## config.mk

```make
export PLATFORM = sky130hd
export DESIGN_NAME = seven_seg_scanner
export DESIGN_NICKNAME = d
export VERILOG_FILES = /design/src/rtl/seven_seg_scanner.sv
export SDC_FILE = /design/constraint.sdc
export NUM_CORES = 1
export LEC_CHECK = 0
export CAP_MARGIN = 20
export CELL_PAD_IN_SITES_DETAIL_PLACEMENT = 0
export CELL_PAD_IN_SITES_GLOBAL_PLACEMENT = 1
export CORE_MARGIN = 5
export CORE_UTILIZATION = 47
export DETAILED_ROUTE_END_ITERATION = 12
export GPL_TIMING_DRIVEN = 0
export PLACE_DENSITY = 0.91
export SLEW_MARGIN = 10
export SYNTH_ARGS = -nofsm -noshare
export SYNTH_HDL_FRONTEND = slang
export SYNTH_SLANG_ARGS = --single-unit
```

## constraint.sdc

```tcl
create_clock -name clk -period 6.5 [get_ports clk]
set_input_delay 1.95 -clock clk [delete_from_list [all_inputs] [get_ports clk]]
set_output_delay 1.95 -clock clk [all_outputs]
set_load 0.02 [all_outputs]
```

## src/rtl/seven_seg_scanner.sv

```systemverilog
// Multiplexed BCD seven-segment scanner with a per-frame shadow register,
// one dark cycle per digit slot for anti-ghosting, and leading-zero blanking.
module seven_seg_scanner #(
    parameter int NUM_DIGITS   = 4,
    parameter int REFRESH_DIV  = 100000,
    parameter bit COMMON_ANODE = 1'b1
) (
    input  logic                    clk,
    input  logic                    rst,
    input  logic                    enable,
    input  logic [NUM_DIGITS*4-1:0] digits,
    input  logic [NUM_DIGITS-1:0]   dp_mask,
    input  logic                    blank_lz,
    output logic [6:0]              seg_n,
    output logic                    dp,
    output logic [NUM_DIGITS-1:0]   an,
    output logic                    frame_done
);

    localparam int PCNT_W = (REFRESH_DIV > 1) ? $clog2(REFRESH_DIV) : 1;
    localparam int IDX_W  = (NUM_DIGITS > 1) ? $clog2(NUM_DIGITS) : 1;

    localparam logic [6:0]            SEG_OFF = {7{COMMON_ANODE}};
    localparam logic                  DP_OFF  = COMMON_ANODE;
    localparam logic [NUM_DIGITS-1:0] AN_OFF  = {NUM_DIGITS{COMMON_ANODE}};

    function automatic logic [6:0] glyph(input logic [3:0] v);
        logic [6:0] g;
        case (v)
            4'd0:    g = 7'h3F;
            4'd1:    g = 7'h06;
            4'd2:    g = 7'h5B;
            4'd3:    g = 7'h4F;
            4'd4:    g = 7'h66;
            4'd5:    g = 7'h6D;
            4'd6:    g = 7'h7D;
            4'd7:    g = 7'h07;
            4'd8:    g = 7'h7F;
            4'd9:    g = 7'h6F;
            default: g = 7'h40;
        endcase
        return g;
    endfunction

    // Bit i set when digit i and every more-significant digit are zero; digit 0 never blanks.
    function automatic logic [NUM_DIGITS-1:0] lz_mask(input logic [NUM_DIGITS*4-1:0] d,
                                                      input logic                    en);
        logic [NUM_DIGITS-1:0] m;
        logic                  run;
        m   = '0;
        run = en;
        for (int i = NUM_DIGITS - 1; i >= 1; i--) begin
            run  = run & (d[i*4 +: 4] == 4'd0);
            m[i] = run;
        end
        return m;
    endfunction

    logic [PCNT_W-1:0]       pcnt_q, pcnt_d;
    logic [IDX_W-1:0]        idx_q, idx_d;
    logic [NUM_DIGITS*4-1:0] dig_sh_q;
    logic [NUM_DIGITS-1:0]   dpm_sh_q;
    logic                    blz_sh_q;
    logic [6:0]              seg_q, seg_d;
    logic                    dp_q, dp_d;
    logic [NUM_DIGITS-1:0]   an_q, an_d;
    logic                    frame_q, frame_d;

    logic                    pcnt_last, idx_last, shadow_load;
    logic [NUM_DIGITS-1:0]   blank_vec;
    logic [3:0]              cur_dig;
    logic                    cur_dpm, cur_blank;
    logic [6:0]              seg_act;
    logic                    dp_act;
    logic [NUM_DIGITS-1:0]   an_act;

    assign pcnt_last   = (pcnt_q == PCNT_W'(REFRESH_DIV - 1));
    assign idx_last    = (idx_q == IDX_W'(NUM_DIGITS - 1));
    assign shadow_load = (pcnt_q == '0) && (idx_q == '0);
    assign blank_vec   = lz_mask(dig_sh_q, blz_sh_q);

    always_comb begin
        pcnt_d  = pcnt_last ? '0 : pcnt_q + 1'b1;
        idx_d   = idx_q;
        if (pcnt_last) begin
            idx_d = idx_last ? '0 : idx_q + 1'b1;
        end
        frame_d = pcnt_last && idx_last;
    end

    // Display path works from the current (idx, pcnt); the result is registered,
    // so outputs trail the scan state by one clock.
    always_comb begin
        cur_dig   = 4'd0;
        cur_dpm   = 1'b0;
        cur_blank = 1'b0;
        an_act    = '0;
        for (int i = 0; i < NUM_DIGITS; i++) begin
            if (idx_q == IDX_W'(i)) begin
                cur_dig   = dig_sh_q[i*4 +: 4];
                cur_dpm   = dpm_sh_q[i];
                cur_blank = blank_vec[i];
                an_act[i] = 1'b1;
            end
        end
        seg_act = cur_blank ? 7'h00 : glyph(cur_dig);
        dp_act  = cur_dpm & ~cur_blank;
        if (pcnt_q == '0) begin
            seg_act = 7'h00;
            dp_act  = 1'b0;
            an_act  = '0;
        end
        seg_d = seg_act ^ SEG_OFF;
        dp_d  = dp_act ^ DP_OFF;
        an_d  = an_act ^ AN_OFF;
    end

    always_ff @(posedge clk or posedge rst) begin
        if (rst) begin
            pcnt_q   <= '0;
            idx_q    <= '0;
            dig_sh_q <= '0;
            dpm_sh_q <= '0;
            blz_sh_q <= 1'b0;
            seg_q    <= SEG_OFF;
            dp_q     <= DP_OFF;
            an_q     <= AN_OFF;
            frame_q  <= 1'b0;
        end else if (enable) begin
            pcnt_q  <= pcnt_d;
            idx_q   <= idx_d;
            seg_q   <= seg_d;
            dp_q    <= dp_d;
            an_q    <= an_d;
            frame_q <= frame_d;
            if (shadow_load) begin
                dig_sh_q <= digits;
                dpm_sh_q <= dp_mask;
                blz_sh_q <= blank_lz;
            end
        end else begin
            seg_q   <= SEG_OFF;
            dp_q    <= DP_OFF;
            an_q    <= AN_OFF;
            frame_q <= 1'b0;
        end
    end

    assign seg_n      = seg_q;
    assign dp         = dp_q;
    assign an         = an_q;
    assign frame_done = frame_q;

endmodule

```

# Yosys cells after proc, flatten, opt, wreduce, memory -nomap -nowiden
# Memories as Yosys holds them, arrays and structs flattened.
# Index checks and enable logic that the tools add are counted.
# op_classes
add_sub_neg	2
multipliers	0
div_mod_pow	0
magnitude_cmp	0
n_eq_ne	4
shift	0
muxes	25
bitwise_logic	8
n_reduce_logical	9
# op_table
cell	count
2-to-1 mux 4 bit	6
2-to-1 mux 7 bit	3
adder 17 x 1 -> 17 bit (second input constant)	1
equality test 17 bit (second input constant)	1
logical NOT 17 bit	1
2-to-1 mux 17 bit	1
2-to-1 mux 1 bit	14
logical NOT 4 bit	3
inverter 7 bit	1
AND 1 bit	4
equality test 2 bit (second input constant)	2
inverter 4 bit	1
AND reduction 2 bit	2
adder 2 x 1 -> 2 bit (second input constant)	1
equality test 2 x 1 -> 1 bit (second input constant)	1
logical AND 1 bit	2
logical NOT 2 bit	1
2-to-1 mux 2 bit	1
inverter 1 bit	2
# word_totals
reg_bits	53
latch_bits	0
ram_bits	0
romBits	112
output_inout_bits	13
elab_cells	58
mem_count	1
# mem_list
name	depth	word_bits	rd	rd_clocked_by_memory_dff	write_ports	line	source
(no name shown)	16	7	1	0	0	29	case (v)

# Logic depth before layout (Yosys ltp)
# logic_depth
word_depth	12
depth_mapped	10

# Worst setup path before layout
# OpenSTA, ideal clock, no wires.
# synth_path
path_type	in2reg
startpoint	in enable
endpoint	reg pcnt_q[15]
setup_ns	0.125
arrival_ns	3.068
t_required_ns	6.375
path_slack_ns	3.308
stages	5
path_buffers	1
cell_sequence	clkbuf_1 nand2_1 nor4_2 nor2_1 mux2_2
# synth_lines
item	line	source
start: declaration	10	input logic enable,
end signal: assignment	130	pcnt_q <= pcnt_d;
end: declaration	59	logic [PCNT_W-1:0] pcnt_q, pcnt_d;

# Worst setup path after layout
# layout_path
startpoint	in enable
endpoint	reg idx_q[1]
# layout_between
elab_chain_cells	1
# layout_rtl
item	line	source
AND reduction 2 bit (no source line)	--	
end signal: assignment	131	idx_q <= idx_d;
end: declaration	60	logic [IDX_W-1:0] idx_q, idx_d;
# No other way between the ends.
# A chain may end at the register's enable or synchronous reset.

==> results <==
- The setup-violating endpoint count in the final report is 0.
- The last weighted congestion value of the routability-driven placer is 0.823.
- The quantity of I/O buffers inserted on ports is 36.
- The worst hold path depth is 1.
- The critical path data required time is 6.68 ns.
- The endpoint kind of the worst setup timing path is a register.
- The count of boundary I/O pins is 37.
- The worst path meets setup with 2.84 ns of slack.
- The cts-stage hold buffer count is 0.
- Across the run, the number of max-cap violations was 0.
- After clock tree synthesis, the clock-pin slew on the worst setup and hold paths is 0.09 ns.
- Summed over all nets, the half-perimeter wirelength after detailed placement is 3.80 mm.
- The number of cell rows is 27.
- Yosys printed 0 warnings.
- The maximum clock insertion buffer count is 2.
- The sum of negative setup slack is 0 ns.
- The critical path in this run is classified as in -> reg.
- The number of gates resized after CTS is 0.
- The tree is rooted in a sky130_fd_sc_hd__clkbuf_8.
- In this run the tightest slew margin relative to its limit is 0.527.
- Yosys mapped a number of flops with a built-in enable equal to 0.
- In the synthesized netlist, the cells that appear most often are sky130_fd_sc_hd__dfrtp_1 (41), sky130_fd_sc_hd__nand2_1 (24), sky130_fd_sc_hd__mux2_4 (20).
- Power spread over the standard cell area amounts to 214 nW/um2.
- The share of the clock period used by the worst path after layout is 0.563.
- Ranked by total cell area, the synthesized netlist is headed by sky130_fd_sc_hd__dfrtp_1 (38%), sky130_fd_sc_hd__dfstp_2 (12%), sky130_fd_sc_hd__mux2_4 (11%), sky130_fd_sc_hd__ha_1 (5.1%), sky130_fd_sc_hd__nand2_1 (3.3%).
- The number of nets in the synthesized netlist is 266.
- Prior to clock tree synthesis, the placed netlist has a worst setup slack of 2.50 ns.
- The floorplan die area is 7390 um2.
- The type of origin of the critical path is an input port.
- The DRC violation count after routing is 0.
- The antenna cell count is 0.
- The core region area is 5540 um2.
- In this run, synthesis produced a sequential element count of 53.
- The post-route core utilization is 0.593.
- The first global-routing pass estimated 8.69 mm of wire.
- The number of hold violations in the final report was 0.
- The clock net in this run drives a total of 53 sinks.
- For this run, the register share of the synthesized area comes to 0.495.
- After synthesis, the mean cell area works out to 11.7 um2.
- For the pin with the worst max-slew slack, the measured transition is 0.710 ns.
- The min-delay analysis places its worst path in the category reg -> reg.
- In the synthesized netlist the async set-or-reset flop fraction comes to 1.00.
- In the routed layout, each cell is associated on average with a via count of 5.29.
- The leakage power summed over all cells is 1.51 nW.
- In this run the worst path has a maximum fanout of 10.
- In the synthesized netlist, the number of instances is 231.
- The total routed wirelength is 5.01 mm.
- For this block, the initial DRC count from the detailed router was 100.
- CTS built an H-tree with a depth of 2.
- The mean routed wirelength per cell is 14.4 um.
- The worst path in the final design needs a cycle of 3.66 ns, including I/O delays and setup.
- At the later pin of the worst-skew pair, clock insertion delay measures 0.30 ns.
- The data arrival time of the critical path is 3.84 ns.
- The number of detailed-route iterations in the first pass is 4.
- The final layout contains 310 nets.
- The final-report max-slew violation count is 0.
- The number of buffers inserted by post-CTS setup repair is 0.
- On the final layout, the worst clock skew is 0.00904 ns.
- The number of distinct standard cells referenced by the synthesized netlist is 42.
- The number of global-route vias before repair is 1,805.
- The largest total area in the synthesized netlist belongs to sky130_fd_sc_hd__dfrtp_1.
- The run finished with clean final reports.
- Relative to the synthesized area, the layout overhead comes to 21.1%.
- From left edge to right edge, the die measures 86.0 um.
- Of the cells placed in the final design, the portion with a size suffix greater than 1 is 0.203.
- In the global route stage, overall resource usage came out at 0.148.
- Counting the buffers created by CTS gives 5.
- The post-synth design cell area is 2710 um2.
- After layout, the design draws a total of 0.000704 W.
- The most frequent cell after synthesis is sky130_fd_sc_hd__dfrtp_1.
- VDD sags by at most 0.145 mV.
- The area share of the largest cell type after synthesis is 0.378.
- The most common flop cell mapped by yosys is sky130_fd_sc_hd__dfrtp_1.
- TritonCTS built the clock tree.
- The maximum achievable frequency is 273 MHz.
- Once detail routing completed, the nets flagged for antenna violations numbered 0.
- The number of cells on the worst reg-to-reg path is 9.
- Entering global routing, the biggest net connects 30 pins.
- The die is 86.0 um tall.
- For this configuration, the core starts out at a cell density of 0.489.
- Detailed routing inserted a total of 1,842 vias.
- The final global-route overflow total is 0.
- Setup repair after global routing left no endpoint under its margin.
- Final hold analysis gives a worst-case slack of 0.521 ns.
- The number of antenna violations at the first check in global routing came to 0.
-- cells in the final DEF, fill, tap and decap left out, types with 2 or more instances in the layout --
cell	count
sky130_fd_sc_hd__o21a_1	2
sky130_fd_sc_hd__inv_1	11
sky130_fd_sc_hd__or3_1	2
sky130_fd_sc_hd__nand4_1	7
sky130_fd_sc_hd__clkbuf_8	7
sky130_fd_sc_hd__buf_12	3
sky130_fd_sc_hd__dfstp_2	12
sky130_fd_sc_hd__mux2i_1	5
sky130_fd_sc_hd__a21oi_1	5
sky130_fd_sc_hd__nand3_1	3
sky130_fd_sc_hd__nor4_1	5
sky130_fd_sc_hd__a211oi_1	2
sky130_fd_sc_hd__nor2_1	12
sky130_fd_sc_hd__and4_1	2
sky130_fd_sc_hd__nor3b_1	2
sky130_fd_sc_hd__ha_1	11
sky130_fd_sc_hd__xnor2_1	9
sky130_fd_sc_hd__nand2_1	24
sky130_fd_sc_hd__xor2_1	5
sky130_fd_sc_hd__mux2_2	2
sky130_fd_sc_hd__buf_2	5
sky130_fd_sc_hd__o221ai_1	2
sky130_fd_sc_hd__clkdlybuf4s50_1	36
sky130_fd_sc_hd__and3_1	4
sky130_fd_sc_hd__nor3_1	5
sky130_fd_sc_hd__and2_1	2
sky130_fd_sc_hd__dfrtp_1	41
sky130_fd_sc_hd__o21ai_0	9
sky130_fd_sc_hd__mux2_4	20
sky130_fd_sc_hd__a221oi_1	2
sky130_fd_sc_hd__nand3b_1	4
-- per-stage QoR --
stage,instances,instance area [um2]
finish,348,3280
global placement,339,3160
floorplan,231,2710
detailed placement,340,3180
global route,348,3280
CTS,348,3280
-- worst paths after layout --
kind	end	slack (ns)	startpoint
setup reg to reg	seg_n[5]$_DFF_PP1_	3.91	idx_q[0]$_DFFE_PP0P_
max in group asynchronous	an[3]$_DFF_PP1_	3.90	rst
hold reg to reg	pcnt_q[11]$_DFFE_PP0P_	0.52	pcnt_q[11]$_DFFE_PP0P_
setup / recovery	idx_q[1]$_DFFE_PP0P_	2.84	enable
hold / removal	pcnt_q[11]$_DFFE_PP0P_	0.52	pcnt_q[11]$_DFFE_PP0P_
min in group asynchronous	pcnt_q[14]$_DFFE_PP0P_	2.00	rst
-- critical path: stages --
cell	delay, ns
sky130_fd_sc_hd__clkdlybuf4s50_1	0.49
sky130_fd_sc_hd__clkbuf_1	0.38
sky130_fd_sc_hd__nand2_1	0.17
sky130_fd_sc_hd__nor4_2	0.44
sky130_fd_sc_hd__buf_2	0.30
sky130_fd_sc_hd__o21ai_0	0.10
-- flip-flops by register name, summed over array words and instances (netlist names) --
register and count:
pcnt_q 17, idx_q 2, blz_sh_q 1, dig_sh_q 16, frame_done 1, dp 1
an 4, dpm_sh_q 4, seg_n 7
-- power by group --
group          internal [W]  switching, W
Clock             0.0000964      0.000100
Sequential         0.000362     0.0000306
Combinational     0.0000584     0.0000571
Total              0.000516      0.000188
-- layer usage --
layer  vias to the layer above  wire [um]  GRT usage
met5                         -          0          0
met3                         4        211     0.0240
met2                        38       2310      0.234
li1                        901          -          -
met4                         0         53     0.0388
met1                       899       2430      0.210
-- area by class of cell --
type / count / area, um2
clock buffers: 7 / 96.3
repair buffers: 37 / 380
plain buffers: 8 / 68.8
fillers: 480 / 2260
clock inverters: 1 / 5.00
inverters: 12 / 45.0
multi-input cells: 158 / 1260
well taps: 72 / 90.1
flip-flops and latches: 53 / 1340
-- cell families (layout without fill, tap and decap cells) --
group,Yosys count,in the layout,share of synthesized area
buf+inv,20,65,0.0420
fa+ha+maj,11,11,0.0508
compound gates,28,28,0.0711
xor+xnor,14,14,0.0452
simple gates,78,78,0.159
mux,27,27,0.138
flops,53,53,0.495
Note: power is estimated with default switching activity, not from simulation.
==> patch (same flow settings) <==
The parameter `COMMON_ANODE` goes from 1'b1 to 1'b0.
--- a/src/rtl/seven_seg_scanner.sv
+++ b/src/rtl/seven_seg_scanner.sv
@@ -5,3 +5,3 @@
     parameter int REFRESH_DIV  = 100000,
-    parameter bit COMMON_ANODE = 1'b1
+    parameter bit COMMON_ANODE = 1'b0
 ) (
Function: changed (Yosys sat finds a counterexample within 4 cycles, from zero or initial values and one cycle with rst high).
==> patch against the unedited design <==
Sequential cell count unchanged. Count of clock-buffer cells in the layout decreased by 2. Design area increased by 4.9%. Worst setup slack better by 0.46 ns. Area after synthesis increased by 5.0%. Sequential share of layout area shrank 2.4 points. Routed wire length is 8.1% higher.
Power is not compared: it rests on default switching activity, and its combinational part moved more than twofold at a synthesized area within 25%.
==> patch: results <==
{
  "nNetsFinal": 319,
  "status": "completed",
  "whs_path_depth": 1,
  "path_delay_family": "buffers and inverters",
  "synth_fp_nets": 276,
  "cp_data_arrival_time_ns": 1.25,
  "cp_max_fo": 1,
  "portBuffers": 35,
  "clock_skew_ns": 0.0106,
  "ys_warn_count": 0,
  "grt_max_degree": 31,
  "worstReg2RegEnd": "seg_n[5]",
  "yosysSeqAreaShare": 0.466,
  "synth_cell_type_count": 46,
  "hold_path_class": "reg2reg",
  "num_antenna_cells": 0,
  "htreeDepth": 2,
  "grtUsageTotal": 0.157,
  "synthAdderAreaFrac": 0.0484,
  "vias": 1952,
  "largest_register_ff_count": 17,
  "cpMaxStageDelayCell": "clkdlybuf4s50_1",
  "cts_setup_buffers": 0,
  "largest_register": "pcnt_q",
  "hold_path_end": "pcnt_q[6]",
  "final_cells": 360,
  "dp_hpwl_mm": 4.20,
  "max_slew_margin": 0.607,
  "synthTopCellsByArea": "dfrtp_1, mux2_4, ha_1",
  "synthXorXnorAreaFrac": 0.0492,
  "synth.area.mux_share": 0.121,
  "grt_pass1_wl_mm": 9.59,
  "dp.cells": 352,
  "antenna_found_initial": 0,
  "synthTopCellsByCount": "dfrtp_1, mux2_4, nor2_1",
  "worstRegToRegCells": 10,
  "drive_gt1_frac": 0.193,
  "async_flop_share": 1.00,
  "grtUsageMet1": 0.232,
  "min_from": "pcnt_q[6]",
  "critical_path_required_ns": 4.55,
  "drtIter0Drc": 111,
  "synthFlopType": "dfrtp_1",
  "place.gp.congestion": 0.844,
  "critPathMaxStageDelay_ns": 0.60,
  "met3_usage": 0.0207,
  "clk_latency_ns": 0.30,
  "cts_max_path_buffers": 2,
  "syn_avg_cell_area_um2": 11.8,
  "peakVddDrop_uv": 161,
  "first_pass_iters": 4,
  "drt-wirelength-per-cell_um": 15.0,
  "use_met2": 0.244,
  "synth_compound_area_frac": 0.0840,
  "pre_cts_ws_ns": 3.36,
  "path_clk_slew_ns": 0.10,
  "root_buffer": "clkbuf_8",
  "r2r_setup_slack_ns": 3.79
}
==> patch: changes by cell type after synthesis, sizes merged, moves of 3 or more <==
cell | before | now
dfrtp | 41 | 53
dfstp | 12 | 0
nand2 | 24 | 12
a211oi | 2 | 9
nor2 | 13 | 19
o21ai | 9 | 3
nand3 | 3 | 8
xnor2 | 9 | 14
mux2i | 5 | 1
nand4 | 7 | 11
nor2b | 0 | 4
buf | 7 | 10
xor2 | 5 | 2
==> patch: area by class of cell <==
class,instances,area (um2)
buffer,10,92.6
clock buffer,5,68.8
clock inverter,3,65.1
fill,527,2480
inverter,11,41.3
multi-input combinational,167,1390
sequential,53,1330
tap,75,93.8
timing repair buffer,36,370
==> patch: per-layer routing <==
layer  share of wire  wire (um)
met5               0          0
met4           0.012         67
met3           0.046        251
met2            0.46       2460
met1            0.49       2630
==> patch: metrics by stage <==
stage               hold WS [ns]  instance area (um2)
CTS                        0.513                 3440
global route               0.548                 3440
global placement           0.494                 3290
floorplan                  0.468                 2850
finish                     0.513                 3440
detailed placement         0.496                 3310
==> patch: worst max-delay path by stage <==
stage	cells after the start	startpoint	endpoint
3_3_place_gp	2	rst	seg_n[0]
4_1_cts	1	seg_n[1]	seg_n[1]
2_1_floorplan	1	rst	an[0]
3_5_place_dp	5	enable	dig_sh_q[14]
6_report	1	seg_n[1]	seg_n[1]
5_1_grt	1	seg_n[1]	seg_n[1]
==> patch: cells by family (layout without fill, tap and decap cells) <==
family          count (synthesis)  in the layout
flops                          53             53
compound gates                 28             28
simple gates                   88             88
mux                            24             24
fa+ha+maj                      11             11
buf+inv                        21             65
xor+xnor                       16             16
==> patch: power by group <==
part / total (mW) / switching (mW) / internal (mW)
Clock: 0.260 / 0.107 / 0.153
Sequential: 0.530 / 0.0926 / 0.437
Combinational: 0.450 / 0.202 / 0.248
Total: 1.24 / 0.401 / 0.838
